$ cat config.mk
export PLATFORM = sky130hd
export DESIGN_NAME = gcd_client_flat
export DESIGN_NICKNAME = d
export VERILOG_FILES = /design/src/rtl/gcd_pkg.sv /design/src/rtl/gcd_client_if.sv /design/src/rtl/gcd_timeout_ctr.sv /design/src/rtl/gcd_client.sv /design/src/flat_wrapper.sv
export SDC_FILE = /design/constraint.sdc
export NUM_CORES = 1
export LEC_CHECK = 0
export ABC_AREA = 1
export CAP_MARGIN = 40
export CORE_MARGIN = 4
export CORE_UTILIZATION = 30
export CTS_CLUSTER_DIAMETER = 200
export CTS_CLUSTER_SIZE = 28
export DETAILED_ROUTE_END_ITERATION = 10
export PLACE_DENSITY = 0.7
export SKIP_LAST_GASP = 1
export SYNTH_ARGS = -nofsm -noshare
export SYNTH_HDL_FRONTEND = slang
export SYNTH_HIERARCHICAL = 1
export SYNTH_SLANG_ARGS = --single-unit
$ cat constraint.sdc
create_clock -name clk_i -period 2 [get_ports clk_i]
set_input_delay 0.2 -clock clk_i [delete_from_list [all_inputs] [get_ports clk_i]]
set_output_delay 0.2 -clock clk_i [all_outputs]
set_load 0.03 [all_outputs]
$ cat src/rtl/gcd_pkg.sv
// gcd_pkg: shared FSM state type and default width for the gcd client
package gcd_pkg;
  typedef enum logic [1:0] {IDLE, LAUNCH, WAIT, HOLD} gcd_client_state_t;
  localparam int GCD_DEFAULT_WIDTH = 8;
endpackage

$ cat src/rtl/gcd_client_if.sv
// gcd_client_if: request stream, gcd core launch/completion and response stream of one client
interface gcd_client_if import gcd_pkg::*; #(parameter int WIDTH = GCD_DEFAULT_WIDTH);
  logic             req_valid_i;
  logic             req_ready_o;
  logic [WIDTH-1:0] req_a_i;
  logic [WIDTH-1:0] req_b_i;
  logic             core_valid_o;
  logic [WIDTH-1:0] core_a_o;
  logic [WIDTH-1:0] core_b_o;
  logic             core_valid_i;
  logic [WIDTH-1:0] core_gcd_i;
  logic             rsp_valid_o;
  logic             rsp_ready_i;
  logic [WIDTH-1:0] rsp_a_o;
  logic [WIDTH-1:0] rsp_b_o;
  logic [WIDTH-1:0] rsp_gcd_o;
  logic             rsp_timeout_o;
  logic             fault_o;
  modport master (
    input  req_valid_i, req_a_i, req_b_i, core_valid_i, core_gcd_i, rsp_ready_i,
    output req_ready_o, core_valid_o, core_a_o, core_b_o,
           rsp_valid_o, rsp_a_o, rsp_b_o, rsp_gcd_o, rsp_timeout_o, fault_o
  );
  modport slave (
    output req_valid_i, req_a_i, req_b_i, core_valid_i, core_gcd_i, rsp_ready_i,
    input  req_ready_o, core_valid_o, core_a_o, core_b_o,
           rsp_valid_o, rsp_a_o, rsp_b_o, rsp_gcd_o, rsp_timeout_o, fault_o
  );
endinterface

$ cat src/rtl/gcd_timeout_ctr.sv
// gcd_timeout_ctr: saturating wait counter flagging the last allowed cycle before a hang
module gcd_timeout_ctr #(
  parameter int TIMEOUT_CYCLES = 1024
) (
  input  logic clk_i,
  input  logic reset_i,
  input  logic clear,
  input  logic enable,
  output logic expired
);
  localparam int W = $clog2(TIMEOUT_CYCLES);
  logic [W-1:0] cnt_q, cnt_d;
  assign expired = cnt_q == W'(TIMEOUT_CYCLES - 1);
  // count up while enabled, holding at the terminal value
  always_comb cnt_d = clear ? '0 : (enable && !expired) ? cnt_q + 1'b1 : cnt_q;
  // counter register
  always_ff @(posedge clk_i) cnt_q <= reset_i ? '0 : cnt_d;
endmodule

$ cat src/rtl/gcd_client.sv
// gcd_client: launches operand pairs into one gcd core and returns {a, b, gcd, timeout}
module gcd_client import gcd_pkg::*; #(
  parameter int WIDTH          = GCD_DEFAULT_WIDTH,
  parameter int TIMEOUT_CYCLES = 1024
) (
  input logic          clk_i,
  input logic          reset_i,
  gcd_client_if.master bus
);
  gcd_client_state_t state_q, state_d;
  logic [WIDTH-1:0] a_q, a_d, b_q, b_d, gcd_q, gcd_d;
  logic to_q, to_d, fault_q, fault_d, ready_q, ready_d, core_valid_q;
  logic rise, expired;
  assign rise = bus.core_valid_i & ~core_valid_q;
  gcd_timeout_ctr #(.TIMEOUT_CYCLES(TIMEOUT_CYCLES)) u_ctr (
    .clk_i   (clk_i),
    .reset_i (reset_i),
    .clear   (state_q == LAUNCH),
    .enable  (state_q == WAIT && !rise),
    .expired (expired)
  );
  // next state, operand latch and response capture
  always_comb begin
    state_d = state_q;
    a_d     = a_q;
    b_d     = b_q;
    gcd_d   = gcd_q;
    to_d    = to_q;
    fault_d = fault_q;
    case (state_q)
      IDLE: if (bus.req_valid_i && ready_q) begin
        state_d = LAUNCH;
        a_d     = bus.req_a_i;
        b_d     = bus.req_b_i;
      end
      LAUNCH: state_d = WAIT;
      WAIT: if (rise) begin
        state_d = HOLD;
        gcd_d   = bus.core_gcd_i;
        to_d    = 1'b0;
      end else if (expired) begin
        state_d = HOLD;
        gcd_d   = '0;
        to_d    = 1'b1;
        fault_d = 1'b1;
      end
      HOLD: state_d = bus.rsp_ready_i ? IDLE : HOLD;
      default: state_d = IDLE;
    endcase
    ready_d = state_d == IDLE && !fault_d;
  end
  // state registers; core_valid_q tracks the core level every cycle for edge detection
  always_ff @(posedge clk_i) begin
    if (reset_i) begin
      state_q      <= IDLE;
      a_q          <= '0;
      b_q          <= '0;
      gcd_q        <= '0;
      to_q         <= 1'b0;
      fault_q      <= 1'b0;
      ready_q      <= 1'b0;
      core_valid_q <= 1'b0;
    end else begin
      state_q      <= state_d;
      a_q          <= a_d;
      b_q          <= b_d;
      gcd_q        <= gcd_d;
      to_q         <= to_d;
      fault_q      <= fault_d;
      ready_q      <= ready_d;
      core_valid_q <= bus.core_valid_i;
    end
  end
  assign bus.req_ready_o   = ready_q;
  assign bus.core_valid_o  = state_q == LAUNCH;
  assign bus.core_a_o      = state_q == LAUNCH ? a_q : '0;
  assign bus.core_b_o      = state_q == LAUNCH ? b_q : '0;
  assign bus.rsp_valid_o   = state_q == HOLD;
  assign bus.rsp_a_o       = a_q;
  assign bus.rsp_b_o       = b_q;
  assign bus.rsp_gcd_o     = gcd_q;
  assign bus.rsp_timeout_o = to_q;
  assign bus.fault_o       = fault_q;
endmodule

$ cat src/flat_wrapper.sv
// flat-port wrapper written by rule: the top's interface ports become plain ports
module gcd_client_flat import gcd_pkg::*;
#(
  parameter int WIDTH          = GCD_DEFAULT_WIDTH,
  parameter int TIMEOUT_CYCLES = 1024
)
  (clk_i, reset_i, bus_req_valid_i, bus_req_a_i, bus_req_b_i, bus_core_valid_i, bus_core_gcd_i, bus_rsp_ready_i, bus_req_ready_o, bus_core_valid_o, bus_core_a_o, bus_core_b_o, bus_rsp_valid_o, bus_rsp_a_o, bus_rsp_b_o, bus_rsp_gcd_o, bus_rsp_timeout_o, bus_fault_o);
  gcd_client_if #(.WIDTH(WIDTH)) bus_i ();
  input logic clk_i;
  input logic reset_i;
  input wire logic [$bits(bus_i.req_valid_i)-1:0] bus_req_valid_i;
  input wire logic [$bits(bus_i.req_a_i)-1:0] bus_req_a_i;
  input wire logic [$bits(bus_i.req_b_i)-1:0] bus_req_b_i;
  input wire logic [$bits(bus_i.core_valid_i)-1:0] bus_core_valid_i;
  input wire logic [$bits(bus_i.core_gcd_i)-1:0] bus_core_gcd_i;
  input wire logic [$bits(bus_i.rsp_ready_i)-1:0] bus_rsp_ready_i;
  output wire logic [$bits(bus_i.req_ready_o)-1:0] bus_req_ready_o;
  output wire logic [$bits(bus_i.core_valid_o)-1:0] bus_core_valid_o;
  output wire logic [$bits(bus_i.core_a_o)-1:0] bus_core_a_o;
  output wire logic [$bits(bus_i.core_b_o)-1:0] bus_core_b_o;
  output wire logic [$bits(bus_i.rsp_valid_o)-1:0] bus_rsp_valid_o;
  output wire logic [$bits(bus_i.rsp_a_o)-1:0] bus_rsp_a_o;
  output wire logic [$bits(bus_i.rsp_b_o)-1:0] bus_rsp_b_o;
  output wire logic [$bits(bus_i.rsp_gcd_o)-1:0] bus_rsp_gcd_o;
  output wire logic [$bits(bus_i.rsp_timeout_o)-1:0] bus_rsp_timeout_o;
  output wire logic [$bits(bus_i.fault_o)-1:0] bus_fault_o;
  assign bus_i.req_valid_i = bus_req_valid_i;
  assign bus_i.req_a_i = bus_req_a_i;
  assign bus_i.req_b_i = bus_req_b_i;
  assign bus_i.core_valid_i = bus_core_valid_i;
  assign bus_i.core_gcd_i = bus_core_gcd_i;
  assign bus_i.rsp_ready_i = bus_rsp_ready_i;
  assign bus_req_ready_o = bus_i.req_ready_o;
  assign bus_core_valid_o = bus_i.core_valid_o;
  assign bus_core_a_o = bus_i.core_a_o;
  assign bus_core_b_o = bus_i.core_b_o;
  assign bus_rsp_valid_o = bus_i.rsp_valid_o;
  assign bus_rsp_a_o = bus_i.rsp_a_o;
  assign bus_rsp_b_o = bus_i.rsp_b_o;
  assign bus_rsp_gcd_o = bus_i.rsp_gcd_o;
  assign bus_rsp_timeout_o = bus_i.rsp_timeout_o;
  assign bus_fault_o = bus_i.fault_o;
  gcd_client #(.WIDTH(WIDTH), .TIMEOUT_CYCLES(TIMEOUT_CYCLES)) u_core (.clk_i(clk_i), .reset_i(reset_i), .bus(bus_i));
endmodule
==> summary.txt, run 1 <==
status = finished clean
main combinational cell family by area after synthesis = simple AND/OR/NAND/NOR gates
worst-path cell chain = nand2_1 -> inv_1 -> clkdlybuf4s50_1
Synth Cell Area = 1790 um^2
Tmin final = 1.82 ns
Die W = 85.2 um
Post CTS Setup Buffer Count = 0
Tightest Pin Transition = 0.526 ns
Simple-Gate Fraction of Synth Area = 0.269
H-Tree Depth = 2
peak supply drop = 0.360 mV
I/O Buffers = 73
Synth Area in Adders = 0.00699
first-iteration detailed-routing DRC count = 59
Final Hold Viols = 0
crit start category = flop
RSZ-0062 raised after global routing = false
core area = 5640 um^2
Rel. slew slack = 0.648
initial core utilization = 0.317
post-CTS sizing = 16
Critical path buffers and inverters = 2
routed wl met3 = 297 um
post-synthesis compound-gate area fraction = 0.166
pwr dens = 733 nW/um^2
via count of the first global-routing pass = 1,687
# DRC = 0
Placer Congestion = 0.783
largest net degree at the start of global routing = 33
initial antenna violation count = 0
Net Count, Synth = 276
Die Ht = 85.2 um
first-pass GRT wire length = 7.22 mm
Synth Area in XOR/XNOR = 0
CTS Buf Count = 5
Antenna diodes = 0
layout cells sized above 1 = 0.0870
crit path kind = flop to primary output
Top Family by Delay on Critical Path = buffers and inverters
WL per Instance = 10.9 um
CTS tree = yes
Worst Clk Skew = 0.00431 ns
CP endpoint kind = primary output
Layout area overhead = 49.2%
Layout Nets = 351
CTS Hold Bufs = 0
Worst EP required = 1.80 ns
Peak Freq = 0.549 GHz
crit-path max cell delay = 0.66 ns
Static Leak = 1.11 nW
Final ANT Viol Nets = 0
DP HPWL = 3.29 mm
total of max-cap violations = 0
post-synthesis sequential area ratio = 0.448
overall overflow remaining after global route = 0
period utilisation layout = 0.911
met1 WL = 1.86 mm
final setup TNS = 0 ns
Slew Viols, Final = 0
TritonCTS Sinks = 40
ys flop type = dfxtp_1
Row Count = 27
Post-synth EDFFs = 0
WL met2 = 2.06 mm
total number of vias = 1,735
Die Area = 7260 um^2
Async SR Flop Fraction = 0
DR top layer = met4
all-layer global routing usage = 0.123
synthesized flop and latch total = 40
final wirelength = 4.28 mm
clk_lat worst skew = 0.29 ns
clk root buf = clkbuf_8
mux contribution to synthesized area = 0
Top Ports = 74
# setup viols final = 0
Bufs on Longest Clock Path = 2
drt pass-1 iters = 4
DP Cell Count = 386
Syn Area/Cell = 7.27 um^2
Synth Instances = 246
post-synth cell types = 26
Reg clk slew, reported paths = 0.08 ns
worst-path fanout max = 5
Synthesis Warnings = 6
Hold Crit Class = input port to flop
Max stage delay cell, worst path = clkdlybuf4s50_1
non-filler cells in the finished layout = 394
routed vias/inst = 4.40
Worst EP arrival = 1.62 ns
[registers in the layout, indices dropped and copies added (netlist names)]
signal and cells:
u_core/bus.rsp_b_o 8, u_core/state_q 2, u_core/bus.fault_o 1, u_core/core_valid_q 1
u_core/bus.rsp_a_o 8, u_core/bus.rsp_timeout_o 1, u_core/u_ctr/cnt_q 10, u_core/bus.req_ready_o 1
u_core/bus.rsp_gcd_o 8
[worst min-delay path, stage by stage]
cell and delay, ns:
clkdlybuf4s50_1 0.39, nand2_1 0.06, a21oi_1 0.05
[power breakdown]
| part | switching, W | internal [W] | total, W |
|---|---|---|---|
| Sequential | 0.0000268 | 0.000845 | 0.000872 |
| Combinational | 0.000240 | 0.000174 | 0.000415 |
| Clock | 0.000295 | 0.000376 | 0.000671 |
[layer usage]
layer,up-vias,GRT usage
li1,929,-
met4,0,0.0518
met3,5,0.0262
met1,749,0.133
met5,-,0
met2,52,0.227
[synthesized netlist by cell type (3+ instances only)]
cell,instances,area share
dfxtp_1,40,0.45
nand2_1,38,0.080
nor2_1,38,0.080
a21oi_1,34,0.095
inv_1,34,0.071
o21ai_1,15,0.042
nand3_1,11,0.031
nand2_2,4,0.014
o21ai_0,4,0.011
buf_6,3,0.019
inv_2,3,0.0063
nor2_2,3,0.010
[final cells by class]
type,instances,area (um^2)
Multi-Input combinational cell,161,790
Fill cell,565,2970
Inverter,37,139
Tap cell,72,90.1
Timing Repair Buffer,76,733
Sequential cell,40,801
Clock buffer,5,68.8
Clock inverter,3,47.5
[logic make-up (layout without fill, tap and decap cells)]
family / Yosys count / in the layout
AO/OA/AOI/OAI: 57 / 57
AND/OR/NAND/NOR: 103 / 103
adder cells (fa/ha/maj): 1 / 1
flip-flops: 40 / 40
buffers and inverters: 45 / 121
[metrics by stage]
| step | instance area, um^2 | setup WS (ns) | power (W) | util | hold slack, ns |
|---|---|---|---|---|---|
| floorplan | 1790 | 0.307 | 0.00114 | - | 0.262 |
| global placement | 2570 | 0.271 | 0.00131 | 0.456 | 0.449 |
| detailed placement | 2570 | 0.239 | 0.00131 | 0.456 | 0.452 |
| CTS | 2670 | 0.152 | 0.00199 | 0.473 | 0.449 |
| global route | 2670 | 0.0820 | 0.00206 | 0.473 | 0.457 |
| finish | 2670 | 0.178 | 0.00196 | 0.473 | 0.461 |
[layout by cell type, fill, tap and decap left out, types with 3 or more instances in the layout]
cell and instances:
nand2_1 38, a21oi_1 34, o21ai_0 4, inv_2 3, nor2_1 38, dfxtp_1 40
nand3_1 11, clkdlybuf4s50_1 57, nor2_2 3, buf_4 3, inv_1 34, clkbuf_8 5
nand2_2 4, dlygate4sd2_1 16, o21ai_1 15
[path summary, 6_finish.rpt]
kind	from	to	slack, ns	cells past startpoint
worst max-delay path	u_core/state_q[1]	bus_rsp_valid_o	0.18	3
worst min-delay path	bus_core_gcd_i[5]	u_core/bus.rsp_gcd_o[5]	0.46	3
worst max register to register	u_core/u_ctr/cnt_q[0]	u_core/bus.req_ready_o	0.33	10
worst min register to register	u_core/bus.rsp_gcd_o[4]	u_core/bus.rsp_gcd_o[4]	0.46	2
Note: power is estimated with default switching activity, not from simulation.
==> inputs of run 2 (changes only) <==
--- a/config.mk
+++ b/config.mk
@@ -8,11 +8,12 @@
 export ABC_AREA = 1
 export CAP_MARGIN = 40
 export CORE_MARGIN = 4
-export CORE_UTILIZATION = 30
+export CORE_UTILIZATION = 31
 export CTS_CLUSTER_DIAMETER = 200
 export CTS_CLUSTER_SIZE = 28
 export DETAILED_ROUTE_END_ITERATION = 10
-export PLACE_DENSITY = 0.7
+export GPL_ROUTABILITY_DRIVEN = 1
+export PLACE_DENSITY = 0.71
 export SKIP_LAST_GASP = 1
 export SYNTH_ARGS = -nofsm -noshare
 export SYNTH_HDL_FRONTEND = slang
==> run 2 against run 1 <==
Effect of this change:
- die area is 2.9% lower
- global-route usage up 0.19 points
- final area fell by 0.98%
- register-to-register slack about the same
- clock-buffer cell count grew 1
- sequential power barely moved
- sequential share of layout area up 0.30 points
- worst setup slack worse by 0.025 ns
- combinational power is essentially flat
- wire length is 0.51% lower
- largest cell class unchanged
==> summary.txt, run 2 (same netlist as run 1, synthesis figures left out) <==
Slew Viols, Final = 0 (unchanged)
Tightest Pin Transition = 0.543 ns (was 0.526 ns)
Max stage delay cell, worst path = clkdlybuf4s50_1 (unchanged)
DP HPWL = 3.21 mm (was 3.29 mm)
Top Ports = 74 (unchanged)
peak supply drop = 0.261 mV (was 0.360 mV)
clk root buf = clkbuf_8 (unchanged)
CTS Buf Count = 5 (unchanged)
Bufs on Longest Clock Path = 2 (unchanged)
Hold Crit Class = input port to flop (unchanged)
first-pass GRT wire length = 7.16 mm (was 7.22 mm)
status = finished clean (unchanged)
Tmin final = 1.85 ns (was 1.82 ns)
post-CTS sizing = 16 (unchanged)
max reg flops = 10 (unchanged)
# setup viols final = 0 (unchanged)
Static Leak = 1.09 nW (was 1.11 nW)
final design utilization = 0.477 (was 0.473)
Switching Share = 0.299 (was 0.287)
R2R setup slack = 0.32 ns (was 0.33 ns)
post-route setup slack = 0.153 ns (was 0.178 ns)
clk_lat worst skew = 0.30 ns (was 0.29 ns)
crit start category = flop (unchanged)
Placer Congestion = 0.781 (was 0.783)
Die Area = 7050 um^2 (was 7260 um^2)
Final ANT Viol Nets = 0 (unchanged)
Multi-input gate area = 790 um^2 (unchanged)
drt pass-1 iters = 4 (unchanged)
Layout area overhead = 47.7% (was 49.2%)
hold path depth = 3 (unchanged)
initial antenna violation count = 0 (unchanged)
crit path kind = flop to primary output (unchanged)
largest net degree at the start of global routing = 33 (unchanged)
Final Hold Viols = 0 (unchanged)
WHS = 0.453 ns (was 0.461 ns)
final wirelength = 4.26 mm (was 4.28 mm)
WL per Instance = 10.8 um (was 10.9 um)
Reg clk slew, reported paths = 0.08 ns (about the same)
Worst EP required = 1.80 ns (about the same)
CTS tree = yes (unchanged)
H-Tree Depth = 2 (unchanged)
pwr dens = 700 nW/um^2 (was 733 nW/um^2)
Reg power frac = 0.471 (was 0.445)
RSZ-0062 raised after global routing = false (unchanged)
share of total power in combinational logic = 0.223 (was 0.212)
most frequent cells in the layout = 57 x clkdlybuf4s50_1, 40 x dfxtp_1, 38 x nand2_1, 38 x nor2_1 (unchanged)
DP Cell Count = 385 (was 386)
routed vias/inst = 4.46 (was 4.40)
Internal = 0.00130 W (was 0.00140 W)
commonest non-fill, non-tap cell in the layout = clkdlybuf4s50_1 (unchanged)
total of max-cap violations = 0 (unchanged)
fill cell count = 568 (was 565)
# DRC = 0 (unchanged)
I/O Buffers = 73 (unchanged)
overall overflow remaining after global route = 0 (unchanged)
Die W = 84.0 um (was 85.2 um)
layout cells sized above 1 = 0.0841 (was 0.0870)
Worst EP arrival = 1.65 ns (was 1.62 ns)
all-layer global routing usage = 0.124 (was 0.123)
clock network fraction of design power = 0.306 (was 0.343)
Sw Pwr = 0.000554 W (was 0.000562 W)
non-filler cells in the finished layout = 393 (was 394)
Biggest register = u_core/u_ctr/cnt_q (unchanged)
Die Ht = 84.0 um (was 85.2 um)
Rel. slew slack = 0.637 (was 0.648)
CP endpoint kind = primary output (unchanged)
core area = 5540 um^2 (was 5640 um^2)
Seq. cell area = 801 um^2 (unchanged)
worst-path fanout max = 3 (was 5)
worst-path cell chain = inv_2 -> nor2_2 -> clkdlybuf4s50_1 (was nand2_1 -> inv_1 -> clkdlybuf4s50_1)
TritonCTS Sinks = 40 (unchanged)
first-iteration detailed-routing DRC count = 42 (was 59)
crit-path max cell delay = 0.72 ns (was 0.66 ns)
period utilisation layout = 0.923 (was 0.911)
Layout Nets = 350 (was 351)
via count of the first global-routing pass = 1,649 (was 1,687)
total number of vias = 1,751 (was 1,735)
Peak Freq = 0.542 GHz (was 0.549 GHz)
Worst Clk Skew = 0.00856 ns (was 0.00431 ns)
CTS Hold Bufs = 0 (unchanged)
Post CTS Setup Buffer Count = 0 (unchanged)
Reg2Reg Depth = 10 (unchanged)
worst slack, placed = 0.219 ns (was 0.239 ns)
Antenna diodes = 0 (unchanged)
initial core utilization = 0.323 (was 0.317)
Row Count = 27 (unchanged)
final setup TNS = 0 ns (unchanged)
run 2: cell count changes in the layout (fill, tap and decap cells not counted), sizes merged:
| cell | previous run | this run |
|---|---|---|
| clkinv | 2 | 0 |
| buf | 3 | 2 |
| bufinv | 1 | 0 |
| clkinvlp | 0 | 2 |
| clkbuf | 5 | 6 |
run 2: power by group through the flow:
stage | Sequential (W) | Clock (W) | Combinational (W)
3_3_place_gp | 0.000889 | 0 | 0.000416
3_5_place_dp | 0.000891 | 0 | 0.000421
6_report | 0.000872 | 0.000565 | 0.000413
4_1_cts | 0.000872 | 0.000594 | 0.000418
5_1_grt | 0.000878 | 0.000625 | 0.000447
2_1_floorplan | 0.000974 | 0 | 0.000164
run 2: routing by layer:
layer,wire length [um],part of all wire,vias to the layer above,GRT usage
li1,-,-,929,-
met3,281,0.066,6,0.0395
met4,68,0.016,0,0.0439
met1,1940,0.46,757,0.142
met5,0,0,-,0
met2,1970,0.46,59,0.217
run 2: layout make-up:
class | instances | share of cell area
inverter | 37 | 0.0526
timing repair buffer | 75 | 0.275
sequential | 40 | 0.303
tap | 72 | 0.0341
multi-input combinational | 161 | 0.299
clock inverter | 2 | 0.00568
clock buffer | 6 | 0.0313
run 2: per-stage QoR:
step | instance area (um^2) | total power (W)
after detailed placement | 2560 | 0.00131
after floorplan | 1790 | 0.00114
final | 2640 | 0.00185
after global routing | 2640 | 0.00195
after global placement | 2560 | 0.00131
after CTS | 2640 | 0.00188
run 2: worst paths after layout:
| kind | from | to |
|---|---|---|
| hold reg to reg | u_core/bus.rsp_gcd_o[7] | u_core/bus.rsp_gcd_o[7] |
| setup / recovery | u_core/state_q[0] | bus_core_valid_o |
| setup reg to reg | u_core/u_ctr/cnt_q[0] | u_core/bus.req_ready_o |
| hold / removal | bus_core_gcd_i[4] | u_core/bus.rsp_gcd_o[4] |
run 2: critical path, delay by kind of cell (launching register included):
kind | cells | cell delay, ns
simple gates | 1 | 0.16
flops | 1 | 0.39
buf+inv | 2 | 0.80
==> inputs of run 3 (changes only) <==
==> constraint.sdc (replaced) <==
create_clock -name clk_i -period 2 [get_ports clk_i]
set_input_delay 0.4 -clock clk_i [delete_from_list [all_inputs] [get_ports clk_i]]
set_output_delay 0.4 -clock clk_i [all_outputs]
set_load 0.03 [all_outputs]
==> run 3 against run 2 <==
Effect of this change:
- largest cell class unchanged
- clock skew is 0.0034 ns higher
- clock power is 23% higher
- critical path depth is 2 higher
==> summary.txt, run 3 (same netlist as run 1, synthesis figures left out) <==
status = finished clean (unchanged)
Placer Congestion = 0.807 (was 0.781)
layout cells sized above 1 = 0.126 (was 0.0841)
Rel. slew slack = 0.628 (was 0.637)
Final ANT Viol Nets = 0 (unchanged)
# DRC = 0 (unchanged)
Reg clk slew, reported paths = 0.08 ns (about the same)
hold path depth = 2 (was 3)
overall overflow remaining after global route = 0 (unchanged)
crit start category = flop (unchanged)
final design utilization = 0.482 (was 0.477)
largest net degree at the start of global routing = 33 (unchanged)
Reg2Reg Depth = 10 (unchanged)
WL per Instance = 11.2 um (was 10.8 um)
period utilisation layout = 0.936 (was 0.923)
total number of vias = 1,767 (was 1,751)
pwr dens = 747 nW/um^2 (was 700 nW/um^2)
Worst EP arrival = 1.47 ns (was 1.65 ns)
Worst EP required = 1.60 ns (was 1.80 ns)
clock network fraction of design power = 0.350 (was 0.306)
Peak Freq = 0.534 GHz (was 0.542 GHz)
Hold Crit Class = flop to flop (was input port to flop)
DP HPWL = 3.33 mm (was 3.21 mm)
H-Tree Depth = 2 (unchanged)
total of max-cap violations = 0 (unchanged)
routed vias/inst = 4.45 (was 4.46)
first-pass GRT wire length = 7.31 mm (was 7.16 mm)
Static Leak = 1.08 nW (was 1.09 nW)
Worst Clk Skew = 0.0120 ns (was 0.00856 ns)
crit path kind = flop to primary output (unchanged)
Top Ports = 74 (unchanged)
Internal = 0.00143 W (was 0.00130 W)
CTS Buf Count = 5 (unchanged)
initial antenna violation count = 0 (unchanged)
drt pass-1 iters = 4 (unchanged)
Die W = 84.0 um (unchanged)
all-layer global routing usage = 0.126 (was 0.124)
peak supply drop = 0.427 mV (was 0.261 mV)
clk_lat worst skew = 0.29 ns (was 0.30 ns)
Final Hold Viols = 0 (unchanged)
most frequent cells in the layout = 55 x clkdlybuf4s50_1, 40 x dfxtp_1, 38 x nand2_1, 38 x nor2_1 (was 57 x clkdlybuf4s50_1, 40 x dfxtp_1, 38 x nand2_1, 38 x nor2_1)
Slew Viols, Final = 0 (unchanged)
Tightest Pin Transition = 0.556 ns (was 0.543 ns)
max reg flops = 10 (unchanged)
hold path start = u_core/bus.rsp_gcd_o[6] (was bus_core_gcd_i[4])
R2R setup slack = 0.35 ns (was 0.32 ns)
Layout Nets = 354 (was 350)
Die Ht = 84.0 um (unchanged)
via count of the first global-routing pass = 1,658 (was 1,649)
fill cell count = 572 (was 568)
reg-to-reg endpoint = u_core/bus.rsp_gcd_o[6] (was u_core/bus.req_ready_o)
Sw Pwr = 0.000560 W (was 0.000554 W)
first-iteration detailed-routing DRC count = 81 (was 42)
CP endpoint kind = primary output (unchanged)
Reg power frac = 0.437 (was 0.471)
TritonCTS Sinks = 40 (unchanged)
Tmin final = 1.87 ns (was 1.85 ns)
Row Count = 27 (unchanged)
final wirelength = 4.43 mm (was 4.26 mm)
I/O Buffers = 73 (unchanged)
share of total power in combinational logic = 0.214 (was 0.223)
RSZ-0062 raised after global routing = false (unchanged)
Antenna diodes = 0 (unchanged)
Biggest register = u_core/u_ctr/cnt_q (unchanged)
core area = 5540 um^2 (unchanged)
clk root buf = clkbuf_8 (unchanged)
Layout area overhead = 49.2% (was 47.7%)
commonest non-fill, non-tap cell in the layout = clkdlybuf4s50_1 (unchanged)
final setup TNS = 0 ns (unchanged)
worst-path fanout max = 15 (was 3)
# setup viols final = 0 (unchanged)
hold endpoint = u_core/bus.rsp_gcd_o[6] (was u_core/bus.rsp_gcd_o[4])
initial core utilization = 0.323 (unchanged)
Bufs on Longest Clock Path = 2 (unchanged)
Die Area = 7050 um^2 (unchanged)
Switching Share = 0.281 (was 0.299)
CTS tree = yes (unchanged)
FF-to-FF Start = u_core/u_ctr/cnt_q[0] (unchanged)
[run 3: changes by cell type in the layout (fill, tap and decap cells not counted), sizes merged]
cell           change
buf                +6
bufinv             +1
clkbuf             +8
clkdlybuf4s15      +6
clkdlybuf4s50      -2
clkinv             +1
clkinvlp           -2
dlygate4sd2       -14
[run 3: critical path, stage by stage (launching register included)]
cell and delay (ns):
dfxtp_1 0.38, inv_2 0.08, nor2_2 0.11, inv_2 0.13
nor2_1 0.11, clkdlybuf4s15_1 0.37
[run 3: how the worst max path moves through the flow]
stage / cells past startpoint / from / to / slack [ns]
after global placement: 5 / u_core/state_q[0] / bus_core_b_o[1] / 0.16
after floorplan: 5 / u_core/state_q[0] / bus_core_a_o[4] / 0.11
after global routing: 5 / u_core/state_q[0] / bus_core_b_o[3] / 0.004
after CTS: 5 / u_core/state_q[0] / bus_core_a_o[7] / 0.04
after detailed placement: 5 / u_core/state_q[0] / bus_core_a_o[7] / 0.1
final: 5 / u_core/state_q[0] / bus_core_a_o[2] / 0.13
[run 3: power by group through the flow]
stage / sequential (W) / combinational, W / clock, W
global route: 0.000875 / 0.000459 / 0.000749
floorplan: 0.000974 / 0.000164 / 0
CTS: 0.000870 / 0.000430 / 0.000724
finish: 0.000870 / 0.000426 / 0.000697
detailed placement: 0.000889 / 0.000433 / 0
global placement: 0.000887 / 0.000427 / 0
[run 3: metrics by stage]
step / total power, W / area [um^2] / hold slack (ns) / worst slack (ns) / instances
6_report: 0.00199 / 2670 / 0.467 / 0.128 / 397
3_3_place_gp: 0.00131 / 2590 / 0.453 / 0.156 / 389
3_5_place_dp: 0.00132 / 2590 / 0.456 / 0.0978 / 389
4_1_cts: 0.00202 / 2690 / 0.469 / 0.0429 / 397
2_1_floorplan: 0.00114 / 1790 / 0.458 / 0.107 / 246
5_1_grt: 0.00208 / 2670 / 0.482 / 0.00366 / 397
[run 3: per-layer routing]
layer	up-vias	share of wire	global-route usage
li1	937	-	-
met1	771	0.45	0.147
met2	52	0.48	0.221
met3	7	0.058	0.0296
met4	0	0.015	0.0526
met5	-	0	0
[run 3: layout make-up]
type	instances	area (um^2)	share of cell area
Clock inverter	2	38.8	0.0145
Timing Repair Buffer	79	728	0.273
Clock buffer	6	82.6	0.0309
Sequential cell	40	801	0.300
Multi-Input combinational cell	161	790	0.296
Tap cell	72	90.1	0.0338
Inverter	37	139	0.0520
[run 3: repair_timing]
item,CTS,global route
gates resized for setup,16,22
endpoints found under the hold margin,0,0
hold buffers,0,0
setup buffers,0,0
setup endpoints to repair,16,14
